### src/rtl/regfile_pkg.sv
// Shared constants and types for the register-file write-back arbiter.
// The one-hot helper turns a register index into a 16-bit pending mask bit.
package regfile_pkg;

    localparam int NREG  = 16;
    localparam int REG_W = 4;

    localparam int              DATA_W_DEF    = 32;
    localparam logic [NREG-1:0] PROT_MASK_DEF = 16'hC000;

    typedef enum logic {
        SRC_A = 1'b0,
        SRC_B = 1'b1
    } src_e;

    function automatic logic [NREG-1:0] reg_onehot(input logic [REG_W-1:0] r);
        logic [NREG-1:0] one;
        one = {{(NREG-1){1'b0}}, 1'b1};
        return one << r;
    endfunction

endpackage

### src/rtl/wb_fifo.sv
// Small circular FIFO of {reg, data} entries for one write-back source.
// Exposes per-entry valid and register fields so the top can build the pending mask.
module wb_fifo
    import regfile_pkg::*;
#(
    parameter int DEPTH = 2,
    parameter int W     = REG_W + DATA_W_DEF,
    localparam int AW   = $clog2(DEPTH),
    localparam int CW   = AW + 1
) (
    input  logic                        clk,
    input  logic                        reset,
    input  logic                        push_i,
    input  logic                        pop_i,
    input  logic [W-1:0]                din_i,
    output logic [W-1:0]                head_o,
    output logic [CW-1:0]               count_o,
    output logic [DEPTH-1:0]            valid_o,
    output logic [DEPTH-1:0][REG_W-1:0] regs_o
);

    logic [W-1:0]  mem_q [DEPTH];
    logic [AW-1:0] rd_ptr_q;
    logic [AW-1:0] wr_ptr_q;
    logic [CW-1:0] count_q;
    logic [AW-1:0] off;

    always_ff @(posedge clk or negedge reset) begin
        if (!reset) begin
            rd_ptr_q <= '0;
            wr_ptr_q <= '0;
            count_q  <= '0;
        end else begin
            if (push_i) wr_ptr_q <= wr_ptr_q + AW'(1);
            if (pop_i)  rd_ptr_q <= rd_ptr_q + AW'(1);
            count_q <= count_q + CW'(push_i) - CW'(pop_i);
        end
    end

    // Storage needs no reset: entries are only observed through valid_o.
    always_ff @(posedge clk) begin
        if (push_i) mem_q[wr_ptr_q] <= din_i;
    end

    always_comb begin
        valid_o = '0;
        regs_o  = '0;
        off     = '0;
        for (int i = 0; i < DEPTH; i++) begin
            off        = AW'(i) - rd_ptr_q;
            valid_o[i] = ({1'b0, off} < count_q);
            regs_o[i]  = mem_q[i][W-1 -: REG_W];
        end
    end

    assign head_o  = mem_q[rd_ptr_q];
    assign count_o = count_q;

endmodule

### src/rtl/regfile_wb_arbiter.sv
// Round-robin write-back arbiter sharing the register file's single write port
// between the ALU (A) and load (B) paths, with protected-register filtering.
module regfile_wb_arbiter
    import regfile_pkg::*;
#(
    parameter int              DEPTH     = 2,
    parameter int              DATA_W    = DATA_W_DEF,
    parameter logic [NREG-1:0] PROT_MASK = PROT_MASK_DEF
) (
    input  logic              clk,
    input  logic              reset,
    input  logic              a_valid,
    output logic              a_ready,
    input  logic [REG_W-1:0]  a_reg,
    input  logic [DATA_W-1:0] a_data,
    input  logic              b_valid,
    output logic              b_ready,
    input  logic [REG_W-1:0]  b_reg,
    input  logic [DATA_W-1:0] b_data,
    output logic              writeEnable,
    output logic [REG_W-1:0]  dReg,
    output logic [DATA_W-1:0] wrData,
    output logic              wb_src,
    output logic [NREG-1:0]   pending,
    output logic              protErr
);

    localparam int EW = REG_W + DATA_W;
    localparam int CW = $clog2(DEPTH) + 1;
    localparam logic [CW-1:0] DEPTH_C = CW'(DEPTH);

    logic [EW-1:0]               a_head, b_head, head_sel;
    logic [CW-1:0]               a_count, b_count;
    logic [DEPTH-1:0]            a_vld, b_vld;
    logic [DEPTH-1:0][REG_W-1:0] a_regs, b_regs;

    logic a_fire, b_fire, a_prot, b_prot, a_push, b_push;
    logic a_pop, b_pop, any_pop;
    src_e sel;

    logic              en_q;
    src_e              rr_q, rr_d;
    logic              we_q;
    logic [REG_W-1:0]  dreg_q;
    logic [DATA_W-1:0] wrdata_q;
    src_e              src_q;
    logic              prot_err_q, prot_err_d;
    logic [NREG-1:0]   pending_d;

    // Handshake: a transfer happens on a posedge where valid && ready. ready is a
    // function of queue occupancy and the post-reset enable only, never of a
    // same-cycle pop, so a full queue stays not-ready while it drains.
    assign a_ready = en_q && (a_count < DEPTH_C);
    assign b_ready = en_q && (b_count < DEPTH_C);

    assign a_fire = a_valid && a_ready;
    assign b_fire = b_valid && b_ready;
    assign a_prot = PROT_MASK[a_reg];
    assign b_prot = PROT_MASK[b_reg];
    assign a_push = a_fire && !a_prot;
    assign b_push = b_fire && !b_prot;
    assign prot_err_d = (a_fire && a_prot) || (b_fire && b_prot);

    // Eligibility uses pre-edge occupancy, so a push into an empty queue waits a cycle.
    always_comb begin
        a_pop    = 1'b0;
        b_pop    = 1'b0;
        sel      = SRC_A;
        rr_d     = rr_q;
        head_sel = a_head;
        if (a_count != '0 && b_count != '0) begin
            sel = rr_q;
        end else if (b_count != '0) begin
            sel = SRC_B;
        end
        any_pop = (a_count != '0) || (b_count != '0);
        if (any_pop) begin
            a_pop    = (sel == SRC_A);
            b_pop    = (sel == SRC_B);
            head_sel = (sel == SRC_B) ? b_head : a_head;
            rr_d     = (sel == SRC_A) ? SRC_B : SRC_A;
        end
    end

    always_ff @(posedge clk or negedge reset) begin
        if (!reset) begin
            en_q       <= 1'b0;
            rr_q       <= SRC_A;
            we_q       <= 1'b0;
            dreg_q     <= '0;
            wrdata_q   <= '0;
            src_q      <= SRC_A;
            prot_err_q <= 1'b0;
        end else begin
            en_q       <= 1'b1;
            rr_q       <= rr_d;
            we_q       <= any_pop;
            prot_err_q <= prot_err_d;
            if (any_pop) begin
                dreg_q   <= head_sel[EW-1 -: REG_W];
                wrdata_q <= head_sel[DATA_W-1:0];
                src_q    <= sel;
            end
        end
    end

    always_comb begin
        pending_d = '0;
        for (int i = 0; i < DEPTH; i++) begin
            if (a_vld[i]) pending_d = pending_d | reg_onehot(a_regs[i]);
            if (b_vld[i]) pending_d = pending_d | reg_onehot(b_regs[i]);
        end
        if (we_q) pending_d = pending_d | reg_onehot(dreg_q);
    end

    wb_fifo #(.DEPTH(DEPTH), .W(EW)) u_fifo_a (
        .clk     (clk),
        .reset   (reset),
        .push_i  (a_push),
        .pop_i   (a_pop),
        .din_i   ({a_reg, a_data}),
        .head_o  (a_head),
        .count_o (a_count),
        .valid_o (a_vld),
        .regs_o  (a_regs)
    );

    wb_fifo #(.DEPTH(DEPTH), .W(EW)) u_fifo_b (
        .clk     (clk),
        .reset   (reset),
        .push_i  (b_push),
        .pop_i   (b_pop),
        .din_i   ({b_reg, b_data}),
        .head_o  (b_head),
        .count_o (b_count),
        .valid_o (b_vld),
        .regs_o  (b_regs)
    );

    assign writeEnable = we_q;
    assign dReg        = dreg_q;
    assign wrData      = wrdata_q;
    assign wb_src      = src_q;
    assign pending     = pending_d;
    assign protErr     = prot_err_q;

endmodule

### config.mk
export PLATFORM = sky130hd
export DESIGN_NAME = regfile_wb_arbiter
export DESIGN_NICKNAME = d
export VERILOG_FILES = /design/src/rtl/regfile_pkg.sv /design/src/rtl/wb_fifo.sv /design/src/rtl/regfile_wb_arbiter.sv
export SDC_FILE = /design/constraint.sdc
export NUM_CORES = 1
export LEC_CHECK = 0
export ABC_AREA = 1
export CAP_MARGIN = 20
export CORE_MARGIN = 2
export CORE_UTILIZATION = 36
export DETAILED_ROUTE_END_ITERATION = 16
export PLACE_DENSITY = 0.67
export SLEW_MARGIN = 20
export SYNTH_ARGS = -nofsm -noshare
export SYNTH_HDL_FRONTEND = slang
export SYNTH_SLANG_ARGS = --single-unit
### constraint.sdc
create_clock -name clk -period 7.3 [get_ports clk]
set_clock_uncertainty 0.15 [all_clocks]
set_input_delay 0.73 -clock clk [delete_from_list [all_inputs] [get_ports clk]]
set_output_delay 0.73 -clock clk [all_outputs]
set_load 0.005 [all_outputs]
After elaboration in Yosys (flattened, before gate mapping):

Memories as Yosys holds them, arrays and structs flattened.
Cells that the tools add are included.

* bits of input ports: 76
* logic and storage cells: 79
* flip-flop bits (word level): 49
* memories kept: 4
* ROM bits: 32
* output and inout port bits: 57
* RAM bits: 144

* bitwise logic cells: 5
* mux-type cells: 17
* reductions and logical operators: 15
* add/subtract/negate cells: 12
* order comparisons: 8
* shifts and indexed selects: 5

Memories
* u_fifo_a.mem_q: words 2, bits a word 36, read ports 3, clocked after memory_dff 0, wr ports 1, RTL line wb_fifo.sv:22 `logic [W-1:0] mem_q [DEPTH];`
* u_fifo_b.mem_q: words 2, bits a word 36, read ports 3, clocked after memory_dff 0, wr ports 1, RTL line wb_fifo.sv:22
* (no name shown): words 16, bits a word 1, read ports 1, clocked after memory_dff 0, wr ports 0, RTL line regfile_wb_arbiter.sv:59 `assign b_prot = PROT_MASK[b_reg];`
* (no name shown): words 16, bits a word 1, read ports 1, clocked after memory_dff 0, wr ports 0, RTL line regfile_wb_arbiter.sv:58 `assign a_prot = PROT_MASK[a_reg];`

Operators with widths (count)
* $mux W16: 5
* $shl A1 B4 Y16 const A: 5
* $or A16 B16 Y16: 4
* $mux W36: 1
* $mux W1: 11
* $lt A4 B5 Y1 const B: 2
* $logic_and A1 B1 Y1: 9
* $lt A1 B2 Y1: 4
* $add A1 B1 Y1 const B: 4
* $add A2 B1 Y2: 2
* $lt A2 B2 Y1 const B: 2
* $reduce_bool A2 Y1: 2
* $sub A1 B1 Y1 const A: 4
* $sub A2 B1 Y2: 2
* $logic_not A1 Y1: 2
* $logic_or A1 B1 Y1: 2
* $not A1 Y1: 1

Longest topological paths before layout:

* word-level depth: 11
* gate-level depth with buffers: 12
* gate-level depth less buffers: 11

Hierarchy:

Synthesis repeated with hierarchy kept, for this count alone.

* cell total of the unflattened synthesis: 894
* area, all modules: 8577.0 µm²

By module, submodules not included
* wb_fifo: cells each 221, seq. area each 2262.2 µm², area each 2900.3 µm², times used 2
* regfile_wb_arbiter: cells each 452, seq. area each 1026.0 µm², area each 2776.4 µm², times used 1

Worst setup path before layout:

OpenSTA, ideal clock, no wires.

* path type: input to register
* start point: in b_reg[2]
* end point: mem u_fifo_b.mem_q[1][0] in the netlist's numbering, enable pin
* path buffers: 0
* required time: 6.719 ns
* arrival: 2.485 ns
* stages on the path: 3
* slack: 4.234 ns
* library setup time: 0.431 ns
* path through: nand3_1 nand3_1 nor2_1

* word-level cells in the longest chain between the ends: 6

RTL lines
* from (decl): RTL line regfile_wb_arbiter.sv:18 `input logic [REG_W-1:0] b_reg,`
* $mem_v2 Z16 W1
* $mux W1 (implied by the code): RTL line regfile_wb_arbiter.sv:59
* $logic_not A1 Y1: RTL line regfile_wb_arbiter.sv:61 `assign b_push = b_fire && !b_prot;`
* $logic_and A1 B1 Y1: RTL line regfile_wb_arbiter.sv:61
* $mux W1: RTL line wb_fifo.sv:42 `if (push_i) mem_q[wr_ptr_q] <= din_i;`
* $mux W1 (implied by the code): RTL line wb_fifo.sv:42
* to (decl): RTL line wb_fifo.sv:22

Every way passes these cells. The select of a mux whose other input is x is not followed.

Worst setup path in the final report:

* start point: reg u_fifo_a.rd_ptr_q
* end point: out pending[14]

* word-level cells in the longest chain between the ends: 11
* elaborated cells between the ends (all ways): 13
* those cells by class: 2 x add/sub; 2 x order compare; 5 x mux; 4 x bitwise

RTL lines
* from (decl): RTL line wb_fifo.sv:23 `logic [AW-1:0] rd_ptr_q;`
* from (signal assigned): RTL line wb_fifo.sv:35 `if (pop_i) rd_ptr_q <= rd_ptr_q + AW'(1);`
* $sub A1 B1 Y1: RTL line wb_fifo.sv:50 `off = AW'(i) - rd_ptr_q;`
* $lt A1 B2 Y1: RTL line wb_fifo.sv:51 `valid_o[i] = ({1'b0, off} < count_q);`
* $mux W16: RTL line regfile_wb_arbiter.sv:110 `if (a_vld[i]) pending_d = pending_d | reg_onehot(a_regs[i]);`
* $or A16 B16 Y16: RTL line regfile_wb_arbiter.sv:111 `if (b_vld[i]) pending_d = pending_d | reg_onehot(b_regs[i]);`
* $mux W16: RTL line regfile_wb_arbiter.sv:111
* $or A16 B16 Y16: RTL line regfile_wb_arbiter.sv:110
* $mux W16 *: RTL line regfile_wb_arbiter.sv:110
* $or A16 B16 Y16: RTL line regfile_wb_arbiter.sv:111
* $mux W16 *: RTL line regfile_wb_arbiter.sv:111
* $or A16 B16 Y16: RTL line regfile_wb_arbiter.sv:113 `if (we_q) pending_d = pending_d | reg_onehot(dreg_q);`
* $mux W16 *: RTL line regfile_wb_arbiter.sv:113
* to (decl): RTL line regfile_wb_arbiter.sv:24 `output logic [NREG-1:0] pending,`

Mark *: on every way between the ends. The rest lies on a longest branch, timed or not.

==> metrics.cfg <==
[critical_path]
worst_ep_arrival_time_ns=2.87
worstPathMaxFanout=46
setup_crit_path_kind=register to output pin
worstSetupEndpoint=pending[14]
critical_path.reg2reg.startpoint=u_fifo_a.count_o[1]
crit_path_launch=u_fifo_a.rd_ptr_q
r2r_end=u_fifo_a.count_o[1]
startpoint_type=register
worst_ep_required_time_ns=6.42
r2r.worst_path.cells=11
endpoint_kind=output pin
r2r_setup_slack_ns=4.73

[clock_network]
post_cts.resized_instances=0
max-clock-path-buffers=2
cts_tree=done
clk_latency_ns=0.43
post-cts-setup-buffers=0
clk_pin_slew_worst_paths_ns=0.08
cts-hold-fix-buffers=0
cts_made_buffers=17
number_of_sinks_on_the_clock_net=193
ctsRootBufferMaster=sky130_fd_sc_hd__clkbuf_16
clock_tree.htree_level_count=4

[synthesis]
synth-seq-area-share=0.6463
synth.distinct_cells=32
syn_inst=875
syn_area_per_cell_sq_um=9.815
postSynthNetCount=955
post_synth_instance_area_sq_um=8588
yosysWarningCount=0
yosys_register_bits=193

[global_routing]
global_route.usage.met1=0.2252
gr-max-usage-layer=met2
gr-usage-met3=0.03702
grt_max_degree=50
met2_usage=0.3126
first_pass_grt_wire_length_um=33490
groute.usage.overall=0.1784
antenna_found_initial=0
grt_pass1_vias=6337
globalRouteOverflowTotal=0

[timing]
setup_ws_ns=3.546
hold_viol=0
timing.final.max_slew_violations=0
fin_worst_hold_slack_ns=0.2496
rsz0062_at_grt=false
tightestPinTransition_ns=0.7739
achievable-frequency_mhz=266.3
max_slew_margin=0.4833
fin_crit_ns=3.754
tns_ns=0
final_min_period_over_clock_period=0.5143
setup-violations-final=0

[power]
p_leak_nw=4.339
pwr_density_cell_nw_per_um2=375.0
peakVddDrop_mv=0.1989
finalPower_mw=4.039

[floorplanning]
design.die.area_sq_um=25110
die-width_um=158.5
floorplan.initialDensity=0.3659
fp-row-count=56
design.portCount=133
core_sq_um=23470
die_height_um=158.5

[finish]
post_route_cells_drive_above_1_share=0.06429
flow.area_growth_from_synthesis_pct=25.44
num_antenna_cells=0
nets=1078

[drt]
detail-route-antenna-nets=0
route.detailed.drc=0
drt-pass1-iter-count=5
postRouteWirelength_um=21520
num_vias=6288
initialDrtViolationCount=425
vias_per_cell=4.728
wire_per_inst_um=16.18

[place]
place.gp.congestion=0.8780
io_buffer_count=132
post-place-ws_ns=4.003
post-dp-hpwl_um=14430

[run_status]
outcome=completed

[flow_run]
max_cap_viol_count=0

[worst_hold_path]
hp-class=input port to async pin

-- sequential cells by signal, indices dropped and copies added (netlist names), 2 cells and up --
signal / flops
u_fifo_a.mem_q: 72
u_fifo_b.mem_q: 72
wrData: 32
dReg: 4
u_fifo_a.count_o: 2
u_fifo_b.count_o: 2
-- where the power goes --
group / internal [mW] / total [mW] / switching (mW)
sequential: 1.41 / 1.54 / 0.136
combinational: 0.634 / 1.58 / 0.943
clock: 0.462 / 0.921 / 0.458
total: 2.50 / 4.04 / 1.54
-- cells in the mapped netlist (all sizes together) --
cell | instances | area (sq um)
inv | 54 | 202.7
nand3 | 90 | 460.4
xnor2 | 2 | 17.52
clkbuf | 9 | 43.79
dfrtp | 49 | 1226
o21ai | 49 | 245.2
conb | 1 | 3.750
edfxtp | 144 | 4324
nor2 | 152 | 578.1
ha | 4 | 50.05
or2 | 9 | 56.31
nand2 | 264 | 1016
a21oi | 3 | 26.28
buf | 27 | 226.5
nor3 | 7 | 35.03
o22ai | 1 | 6.260
xor2 | 4 | 35.03
nand4 | 5 | 31.28
clkinv | 1 | 3.750
-- through the flow --
step	instances	instance area (sq um)	util
3_3_place_gp	1295	10100	0.4303
5_1_grt	1330	10770	0.4590
6_report	1330	10770	0.4590
2_1_floorplan	875	8588	-
4_1_cts	1328	10730	0.4569
3_5_place_dp	1296	10130	0.4315
-- kinds of logic (layout without fill, tap and decap cells) --
kind of cell	Yosys count	count (layout)	share of synthesized area
and+or+nand+nor	527	527	0.2535
DFF	193	193	0.6463
buffers and inverters	91	227	0.05551
AOI/OAI and AO/OA	53	53	0.03234
xor gates and xnor gates	6	6	0.006119
adders and majority gates	4	4	0.005828
other	1	1	0.0004366
-- cell usage in the layout, fill, tap and decap left out, types with 3 or more instances in the layout --
cell type                         synthesis  routed
sky130_fd_sc_hd__nand3_1                 88      88
sky130_fd_sc_hd__o21ai_1                  9       9
sky130_fd_sc_hd__or2_2                    8       8
sky130_fd_sc_hd__nand2_1                260     260
sky130_fd_sc_hd__clkinv_1                 1       3
sky130_fd_sc_hd__nor2_4                   1       5
sky130_fd_sc_hd__clkinv_8                 0       5
sky130_fd_sc_hd__xor2_1                   4       4
sky130_fd_sc_hd__o21ai_0                 40      40
sky130_fd_sc_hd__inv_1                   49      48
sky130_fd_sc_hd__edfxtp_1               144     144
sky130_fd_sc_hd__dfrtp_1                 49      49
sky130_fd_sc_hd__inv_2                    5       6
sky130_fd_sc_hd__nor2_1                 151     147
sky130_fd_sc_hd__buf_4                    4       5
sky130_fd_sc_hd__nand2_4                  3       3
sky130_fd_sc_hd__clkbuf_16                0      17
sky130_fd_sc_hd__nand4_1                  5       5
sky130_fd_sc_hd__clkdlybuf4s50_1          0     131
sky130_fd_sc_hd__inv_6                    0       4
sky130_fd_sc_hd__ha_1                     4       4
sky130_fd_sc_hd__nor3_1                   7       7
-- worst min-delay path by stage --
| stage | to | slack [ns] | cells after the start |
|---|---|---|---|
| floorplan | dReg[0] | 0.28 | 0 |
| global placement | wb_src | 0.31 | 2 |
| detailed placement | wb_src | 0.32 | 2 |
| CTS | protErr | 0.31 | 2 |
| global route | protErr | 0.29 | 2 |
| finish | protErr | 0.25 | 2 |
-- per-layer routing --
layer | up-vias | part of all wire
li1 | 3124 | -
met1 | 2955 | 0.43
met2 | 187 | 0.50
met3 | 22 | 0.048
met4 | 0 | 0.014
met5 | - | 0
-- worst max-delay path, cell delays in order (launching register included) --
cell and delay [ns]:
sky130_fd_sc_hd__dfrtp_1 0.33, sky130_fd_sc_hd__buf_4 0.40, sky130_fd_sc_hd__inv_2 0.37, sky130_fd_sc_hd__a21oi_1 0.56
sky130_fd_sc_hd__nor2_1 0.10, sky130_fd_sc_hd__nor2_1 0.11, sky130_fd_sc_hd__nand3_1 0.10, sky130_fd_sc_hd__clkdlybuf4s50_1 0.45
-- area by class of cell --
| class | instances | area, sq um |
|---|---|---|
| Clock buffer | 17 | 425.4 |
| Clock inverter | 15 | 171.4 |
| Fill cell | 2227 | 12700 |
| Inverter | 55 | 206.4 |
| Multi-Input combinational cell | 591 | 2591 |
| Sequential cell | 193 | 5550 |
| Tap cell | 319 | 399.1 |
| Timing Repair Buffer | 140 | 1429 |
Note: power is estimated with default switching activity, not from simulation.
